[src/rtl/aoc_day1_pkg.sv]
// Shared definitions for the day-1 command parser.
//   ASCII_*        : byte constants recognised by the parser
//   parse_state_e  : parser FSM state encoding
//   rot_cmd_t      : one rotation command {dir_r, amount} at the default amount width
//   is_digit()     : true for '0'..'9'
package aoc_day1_pkg;

    localparam logic [7:0] ASCII_L  = 8'h4C;
    localparam logic [7:0] ASCII_R  = 8'h52;
    localparam logic [7:0] ASCII_NL = 8'h0A;
    localparam logic [7:0] ASCII_CR = 8'h0D;
    localparam logic [7:0] ASCII_0  = 8'h30;
    localparam logic [7:0] ASCII_9  = 8'h39;

    localparam int unsigned CMD_AMT_W = 32;

    typedef enum logic [2:0] {
        ST_IDLE   = 3'd0,
        ST_DIGITS = 3'd1,
        ST_EMIT   = 3'd2,
        ST_SKIP   = 3'd3,
        ST_FIN    = 3'd4
    } parse_state_e;

    typedef struct packed {
        logic                 dir_r;
        logic [CMD_AMT_W-1:0] amount;
    } rot_cmd_t;

    function automatic logic is_digit(input logic [7:0] b);
        return (b >= ASCII_0) && (b <= ASCII_9);
    endfunction

endpackage

[src/rtl/aoc_day1_cmd_parser_dec_accum.sv]
// Decimal accumulate step: sum_c = acc_i*10 + digit_i, truncated to W bits.
//   acc_i   : current accumulator
//   digit_i : decimal digit 0..9
//   sum_c   : truncated result (combinational)
//   ovf_c   : true result did not fit in W bits (combinational)
module aoc_dec_accum #(
    parameter int unsigned W = 32
) (
    input  logic [W-1:0] acc_i,
    input  logic [3:0]   digit_i,
    output logic [W-1:0] sum_c,
    output logic         ovf_c
);

    // acc*10+9 < 2^(W+4), so four guard bits hold the exact result
    localparam int unsigned XW = W + 4;

    logic [XW-1:0] ext;
    logic [XW-1:0] wide;

    // Shift-add form of multiply-by-ten
    always_comb begin
        ext  = XW'(acc_i);
        wide = (ext << 3) + (ext << 1) + XW'(digit_i);
    end

    assign sum_c = wide[W-1:0];
    assign ovf_c = |wide[XW-1:W];

endmodule

[src/rtl/aoc_day1_cmd_parser.sv]
// ASCII puzzle-input parser: turns "L68\nR48\n..." into rotation commands.
// Ports:
//   clk, rst                : clock, asynchronous active-high reset
//   in_byte/in_valid/in_last: byte stream input, in_ready = byte accepted
//   cmd_amount/cmd_dir_r    : command payload, cmd_valid/cmd_ready handshake
//   cmd_count/err_count     : commands consumed / malformed lines dropped
//   overflow                : sticky, an amount exceeded AMT_W bits
//   done                    : sticky, file parsed and last command consumed
// Build option: define AOC_PARSER_CRLF_EN to ignore '\r' outside SKIP.
module aoc_day1_cmd_parser #(
    parameter int unsigned AMT_W = 32,
    parameter int unsigned CNT_W = 32
) (
    input  logic             clk,
    input  logic             rst,
    input  logic [7:0]       in_byte,
    input  logic             in_valid,
    input  logic             in_last,
    output logic             in_ready,
    output logic [AMT_W-1:0] cmd_amount,
    output logic             cmd_dir_r,
    output logic             cmd_valid,
    input  logic             cmd_ready,
    output logic [CNT_W-1:0] cmd_count,
    output logic [CNT_W-1:0] err_count,
    output logic             overflow,
    output logic             done
);

    import aoc_day1_pkg::*;

    parse_state_e     state_q, state_d;
    logic             dir_q, dir_d;
    logic [AMT_W-1:0] acc_q, acc_d;
    logic             seen_q, seen_d;
    logic             last_q, last_d;
    logic [AMT_W-1:0] cmd_amount_q, cmd_amount_d;
    logic             cmd_dir_q, cmd_dir_d;
    logic             cmd_valid_q, cmd_valid_d;
    logic             in_ready_q, in_ready_d;
    logic [CNT_W-1:0] cmd_count_q, cmd_count_d;
    logic [CNT_W-1:0] err_count_q, err_count_d;
    logic             overflow_q, overflow_d;
    logic             done_q, done_d;

    logic [AMT_W-1:0] acc_sum_c;
    logic             acc_ovf_c;

    aoc_dec_accum #(
        .W       (AMT_W)
    ) u_dec_accum (
        .acc_i   (acc_q),
        .digit_i (in_byte[3:0]),
        .sum_c   (acc_sum_c),
        .ovf_c   (acc_ovf_c)
    );

    // State and output registers
    always_ff @(posedge clk or posedge rst) begin
        if (rst) begin
            state_q      <= ST_IDLE;
            dir_q        <= 1'b0;
            acc_q        <= '0;
            seen_q       <= 1'b0;
            last_q       <= 1'b0;
            cmd_amount_q <= '0;
            cmd_dir_q    <= 1'b0;
            cmd_valid_q  <= 1'b0;
            in_ready_q   <= 1'b1;
            cmd_count_q  <= '0;
            err_count_q  <= '0;
            overflow_q   <= 1'b0;
            done_q       <= 1'b0;
        end else begin
            state_q      <= state_d;
            dir_q        <= dir_d;
            acc_q        <= acc_d;
            seen_q       <= seen_d;
            last_q       <= last_d;
            cmd_amount_q <= cmd_amount_d;
            cmd_dir_q    <= cmd_dir_d;
            cmd_valid_q  <= cmd_valid_d;
            in_ready_q   <= in_ready_d;
            cmd_count_q  <= cmd_count_d;
            err_count_q  <= err_count_d;
            overflow_q   <= overflow_d;
            done_q       <= done_d;
        end
    end

    logic         byte_fire;
    logic         is_nl;
    logic         is_dig;
    logic         is_dir;
    logic         cr_ign;
    logic         err_inc;
    parse_state_e nxt;

    // Next-state and output decode
    always_comb begin
        state_d      = state_q;
        dir_d        = dir_q;
        acc_d        = acc_q;
        seen_d       = seen_q;
        last_d       = last_q;
        cmd_amount_d = cmd_amount_q;
        cmd_dir_d    = cmd_dir_q;
        cmd_count_d  = cmd_count_q;
        overflow_d   = overflow_q;
        err_inc      = 1'b0;
        nxt          = state_q;

        byte_fire = in_valid && in_ready_q;
        is_nl     = (in_byte == ASCII_NL);
        is_dig    = is_digit(in_byte);
        is_dir    = (in_byte == ASCII_L) || (in_byte == ASCII_R);
`ifdef AOC_PARSER_CRLF_EN
        cr_ign    = (in_byte == ASCII_CR);
`else
        cr_ign    = 1'b0;
`endif

        case (state_q)
            ST_IDLE: begin
                if (byte_fire && !cr_ign && !is_nl) begin
                    if (is_dir) begin
                        dir_d  = (in_byte == ASCII_R);
                        acc_d  = '0;
                        seen_d = 1'b0;
                        nxt    = ST_DIGITS;
                    end else begin
                        err_inc = 1'b1;
                        nxt     = ST_SKIP;
                    end
                end
            end
            ST_DIGITS: begin
                if (byte_fire && !cr_ign) begin
                    if (is_dig) begin
                        acc_d  = acc_sum_c;
                        seen_d = 1'b1;
                        if (acc_ovf_c) begin
                            overflow_d = 1'b1;
                        end
                    end else if (is_nl) begin
                        if (seen_q) begin
                            nxt = ST_EMIT;
                        end else begin
                            err_inc = 1'b1;
                            nxt     = ST_IDLE;
                        end
                    end else begin
                        err_inc = 1'b1;
                        nxt     = ST_SKIP;
                    end
                end
            end
            ST_SKIP: begin
                if (byte_fire && is_nl) begin
                    nxt = ST_IDLE;
                end
            end
            ST_EMIT: begin
                if (cmd_ready) begin
                    cmd_count_d = cmd_count_q + CNT_W'(1);
                    last_d      = 1'b0;
                    nxt         = last_q ? ST_FIN : ST_IDLE;
                end
            end
            ST_FIN: begin
                nxt = ST_FIN;
            end
            default: begin
                nxt = ST_IDLE;
            end
        endcase

        // Final byte: close any open line, then head for FIN
        state_d = nxt;
        if (byte_fire && in_last) begin
            case (nxt)
                ST_DIGITS: begin
                    if (seen_d) begin
                        state_d = ST_EMIT;
                    end else begin
                        err_inc = 1'b1;
                        state_d = ST_FIN;
                    end
                end
                ST_EMIT: state_d = ST_EMIT;
                default: state_d = ST_FIN;
            endcase
            last_d = (state_d == ST_EMIT);
        end

        // Capture the command payload on entry to EMIT
        if ((state_d == ST_EMIT) && (state_q != ST_EMIT)) begin
            cmd_amount_d = acc_d;
            cmd_dir_d    = dir_d;
        end

        err_count_d = err_count_q + CNT_W'(err_inc);
        cmd_valid_d = (state_d == ST_EMIT);
        done_d      = (state_d == ST_FIN);
        in_ready_d  = (state_d == ST_IDLE) || (state_d == ST_DIGITS) || (state_d == ST_SKIP);
    end

    assign in_ready   = in_ready_q;
    assign cmd_amount = cmd_amount_q;
    assign cmd_dir_r  = cmd_dir_q;
    assign cmd_valid  = cmd_valid_q;
    assign cmd_count  = cmd_count_q;
    assign err_count  = err_count_q;
    assign overflow   = overflow_q;
    assign done       = done_q;

endmodule

[config.mk]
export PLATFORM = sky130hd
export DESIGN_NAME = aoc_day1_cmd_parser
export DESIGN_NICKNAME = d
export VERILOG_FILES = /design/src/rtl/aoc_day1_pkg.sv /design/src/rtl/aoc_day1_cmd_parser_dec_accum.sv /design/src/rtl/aoc_day1_cmd_parser.sv
export SDC_FILE = /design/constraint.sdc
export NUM_CORES = 1
export LEC_CHECK = 0
export CAP_MARGIN = 40
export CORE_UTILIZATION = 45
export CTS_CLUSTER_DIAMETER = 200
export CTS_CLUSTER_SIZE = 14
export DETAILED_ROUTE_END_ITERATION = 8
export GPL_TIMING_DRIVEN = 0
export PLACE_DENSITY = 0.68
export SLEW_MARGIN = 20
export SYNTH_ARGS = -nofsm -noshare
export SYNTH_HDL_FRONTEND = slang
export SYNTH_SLANG_ARGS = --single-unit
[constraint.sdc]
create_clock -name clk -period 4.5 [get_ports clk]
set_input_delay 0.45 -clock clk [delete_from_list [all_inputs] [get_ports clk]]
set_output_delay 0.45 -clock clk [all_outputs]
set_load 0.01 [all_outputs]
==> impl_metrics.py <==
metrics = {
    "worst_setup_path": {
        "reg2reg_from": "state_q[0]$_DFF_PP0_",
        "worst-path-stages": 16,
        "reg2reg_depth": 14,
        "path_class": "input port to flip-flop",
        "critPathTopFamily": "simple AND/OR/NAND/NOR gates",
        "start_kind": "input port",
        "cp-end-kind": "flip-flop",
        "r2r-end": "err_count[31]$_DFF_PP0_",
        "path_cells": "clkdlybuf4s50_1, nor4_1, nand4b_1, a21oi_1, nand2_1, nand2_1, nand2_1, o41ai_2, ha_1, and3_1, nand2_1, nor2_2, nand4_1, or2_2, nor2_1, xor2_1",
        "critPathCapture": "err_count[31]$_DFF_PP0_",
        "critPathMaxStageDelay_ns": 0.61,
        "cp_common_cell": "nand2_1",
        "critPathSlowestCell": "nor4_1",
        "setup.worst_path.start": "in_byte[0]",
        "crit_buf_inv": 1,
        "crit_required_ns": 4.85,
        "critical_path_arrival_ns": 4.48,
        "reg2reg_slack_ns": 0.60,
        "critPathMaxFanout": 6,
    },
    "pwr": {
        "pwr-share-comb_pct": 1.7,
        "swShare_pct": 22.4,
        "power_switching_uw": 620,
        "ir_drop_v": 0.000259,
        "intPower_uw": 2150,
        "clock_power_share_pct": 53.1,
        "seq_power_share_pct": 45.1,
        "pwr_density_cell_nw_per_um2": 269,
        "leakagePower_uw": 0.00490,
    },
    "detailed_routing": {
        "wl_per_cell_um": 16.5,
        "postRouteAntennaNets": 0,
        "wirelength_mm": 19.8,
        "vias": 6619,
        "drtIter0Drc": 372,
        "via_per_inst": 5.50,
        "drtPass1Iterations": 5,
        "drc": 0,
    },
    "logic_synthesis": {
        "synth_compound_area_share_pct": 14.3,
        "syn_area_per_cell_um2": 9.94,
        "synth_mux_area_share_pct": 3.87,
        "syn_inst": 826,
        "synth.top_cells.by_area": "dfrtp_1 (42%), ha_1 (10%), xnor2_1 (5.4%), nand2_1 (4.3%), mux2_2 (3.0%)",
        "synth_top_family_by_area": "simple AND/OR/NAND/NOR gates",
        "yosys.area_share.simple_pct": 18.3,
        "ys_seq_area_share_pct": 42.4,
        "synth_warnings": 0,
        "yosys_most_used_dff": "dfrtp_1",
        "synth_edf_count": 0,
        "synth_cell_type_count": 78,
        "synth_top_area_share_pct": 42.1,
        "ys_ff_latch": 139,
        "postSynth.asyncResetShare_pct": 100,
        "synth_nets": 908,
        "yosys.area.top_type": "dfrtp_1",
        "yosys.area_share.adder_pct": 10.7,
        "syn-cell-area_um2": 8210,
        "synthXorXnorAreaFrac_pct": 7.79,
    },
    "clocking": {
        "ctsRootBufferMaster": "clkbuf_16",
        "clock-sinks": 139,
        "clk_latency_ns": 0.43,
        "cts_hold_buffers": 0,
        "htreeDepth": 4,
        "cts_buffer_depth": 2,
        "post_cts_buffers": 0,
        "cts_buffers": 17,
        "cts_tree": "built",
        "clk_pin_slew_ns": 0.06,
    },
    "status": {
        "status": "finished clean",
    },
    "timing": {
        "slew_violations": 0,
        "tightest_slew_ns": 0.847,
        "setup_viol": 0,
        "finalCriticalPeriod_ns": 4.13,
        "rsz0062_at_grt": "false",
        "period_share_pct": 91.8,
        "hold_viol_final": 0,
        "fmax_mhz": 242,
        "finClkSkew_ns": 0.0189,
        "setup_slack_ns": 0.370,
        "slew_headroom_pct": 42.8,
    },
    "job": {
        "maxCapViolCount": 0,
    },
    "grt": {
        "grt_pass1_vias": 6294,
        "grt_pass1_wl_mm": 32.1,
        "grt_overflow_total": 0,
        "grt_use_met2_pct": 33.6,
        "grt-busiest-layer": "met2",
        "use_met3_pct": 3.41,
        "antenna_found_initial": 0,
        "grtUsageTotal_pct": 22.1,
        "grtUsageMet1_pct": 31.8,
        "grt_max_degree": 86,
    },
    "place": {
        "hpwl_mm": 14.4,
        "place_ws_ns": -0.464,
        "place_congestion": 0.874,
        "numPortBuffers": 113,
        "dpl_cell_area_um2": 9680,
    },
    "finish": {
        "finalInstanceArea_um2": 10300,
        "mostFrequentLayoutCell": "dfrtp_1",
        "n_antenna_cell": 0,
        "fin_nets": 1044,
        "layout_common_cells": "dfrtp_1 (138), clkdlybuf4s50_1 (113), nand2_1 (94)",
        "final-seq-area_um2": 3480,
        "syn_to_final_growth_pct": 25.6,
        "n_fill_cell": 1586,
        "drive_above_1_share_pct": 10.2,
        "multi_input_area_um2": 4520,
    },
    "floorplanning": {
        "die_h_um": 137,
        "dieArea_um2": 18800,
        "pin_count": 114,
        "die_w_um": 137,
        "core_um2": 17900,
        "initial_core_util_pct": 45.8,
        "placementRows": 49,
    },
    "worst_hold_path": {
        "hp-class": "input port to async pin",
    },
}
how the worst min path moves through the flow:
stage / to / cells after the start
2_1_floorplan: dir_q$_DFF_PP0_ / 2
3_3_place_gp: err_count[31]$_DFF_PP0_ / 1
3_5_place_dp: err_count[31]$_DFF_PP0_ / 1
4_1_cts: err_count[20]$_DFF_PP0_ / 2
5_1_grt: err_count[0]$_DFF_PP0_ / 2
6_report: err_count[31]$_DFF_PP0_ / 2
Yosys cell counts, types with 8 or more instances:
master / count
nand4_1: 16
a21oi_1: 29
a22o_1: 8
mux2_2: 22
nor2_1: 62
and3_1: 16
a31oi_1: 12
nand3_1: 38
nor3_1: 11
xor2_1: 22
clkbuf_1: 13
inv_1: 22
xnor2_1: 51
a21o_1: 8
ha_1: 67
dfrtp_1: 138
o211ai_1: 11
nand2_1: 94
o21ai_0: 44
nand2b_1: 11
power groups by stage:
stage	Combinational, µW	Sequential [µW]	Clock (µW)
6_report	48.2	1250	1470
5_1_grt	55.9	1250	1540
4_1_cts	50.6	1250	1490
3_5_place_dp	50.6	1270	0
3_3_place_gp	46.1	1270	0
2_1_floorplan	23.1	1270	0
flip-flops by register name, indices dropped and copies added (netlist names):
register / count
acc_q: 32
cmd_count: 32
overflow: 1
in_ready: 1
seen_q: 1
dir_q: 1
cmd_valid: 1
state_q: 3
cmd_amount: 32
cmd_dir_r: 1
err_count: 32
last_q: 1
done: 1
final cells by class:
class	instances	share of cell area, %
multi-input combinational	639	43.9
sequential	139	33.8
timing repair buffer	117	11.4
clock buffer	18	4.17
tap	229	2.78
clock inverter	14	1.79
buffer	26	1.32
inverter	22	0.874
cell families (layout without fill, tap and decap cells):
kind of cell / Yosys count / in the layout
DFF: 139 / 139
buffers and inverters: 48 / 197
muxes: 28 / 28
xor gates and xnor gates: 73 / 73
adders and majority gates: 69 / 69
and+or+nand+nor: 300 / 300
AOI/OAI and AO/OA: 169 / 169
through the flow:
step	instances	total power [µW]	hold WS (ns)	TNS (ns)	util [%]
finish	1204	2770	0.431	0	57.6
global route	1204	2850	0.477	0	57.6
CTS	1204	2790	0.449	0	57.5
detailed placement	1172	1320	0.461	-3.56	54.1
global placement	1168	1320	0.458	-231.28	53.8
floorplan	826	1300	0.434	0	-
timing repair:
action | 4_1_cts | 5_1_grt
resized for setup | 1 | 3
endpoints found under the setup margin | 3 | 9
pin swaps | 0 | 0
routing by layer:
metal,vias up,share of wire [%]
met5,-,0
li1,3272,-
met4,0,1.4
met3,16,3.8
met2,154,46
met1,3177,49
Power figures use the tool's default switching activity.
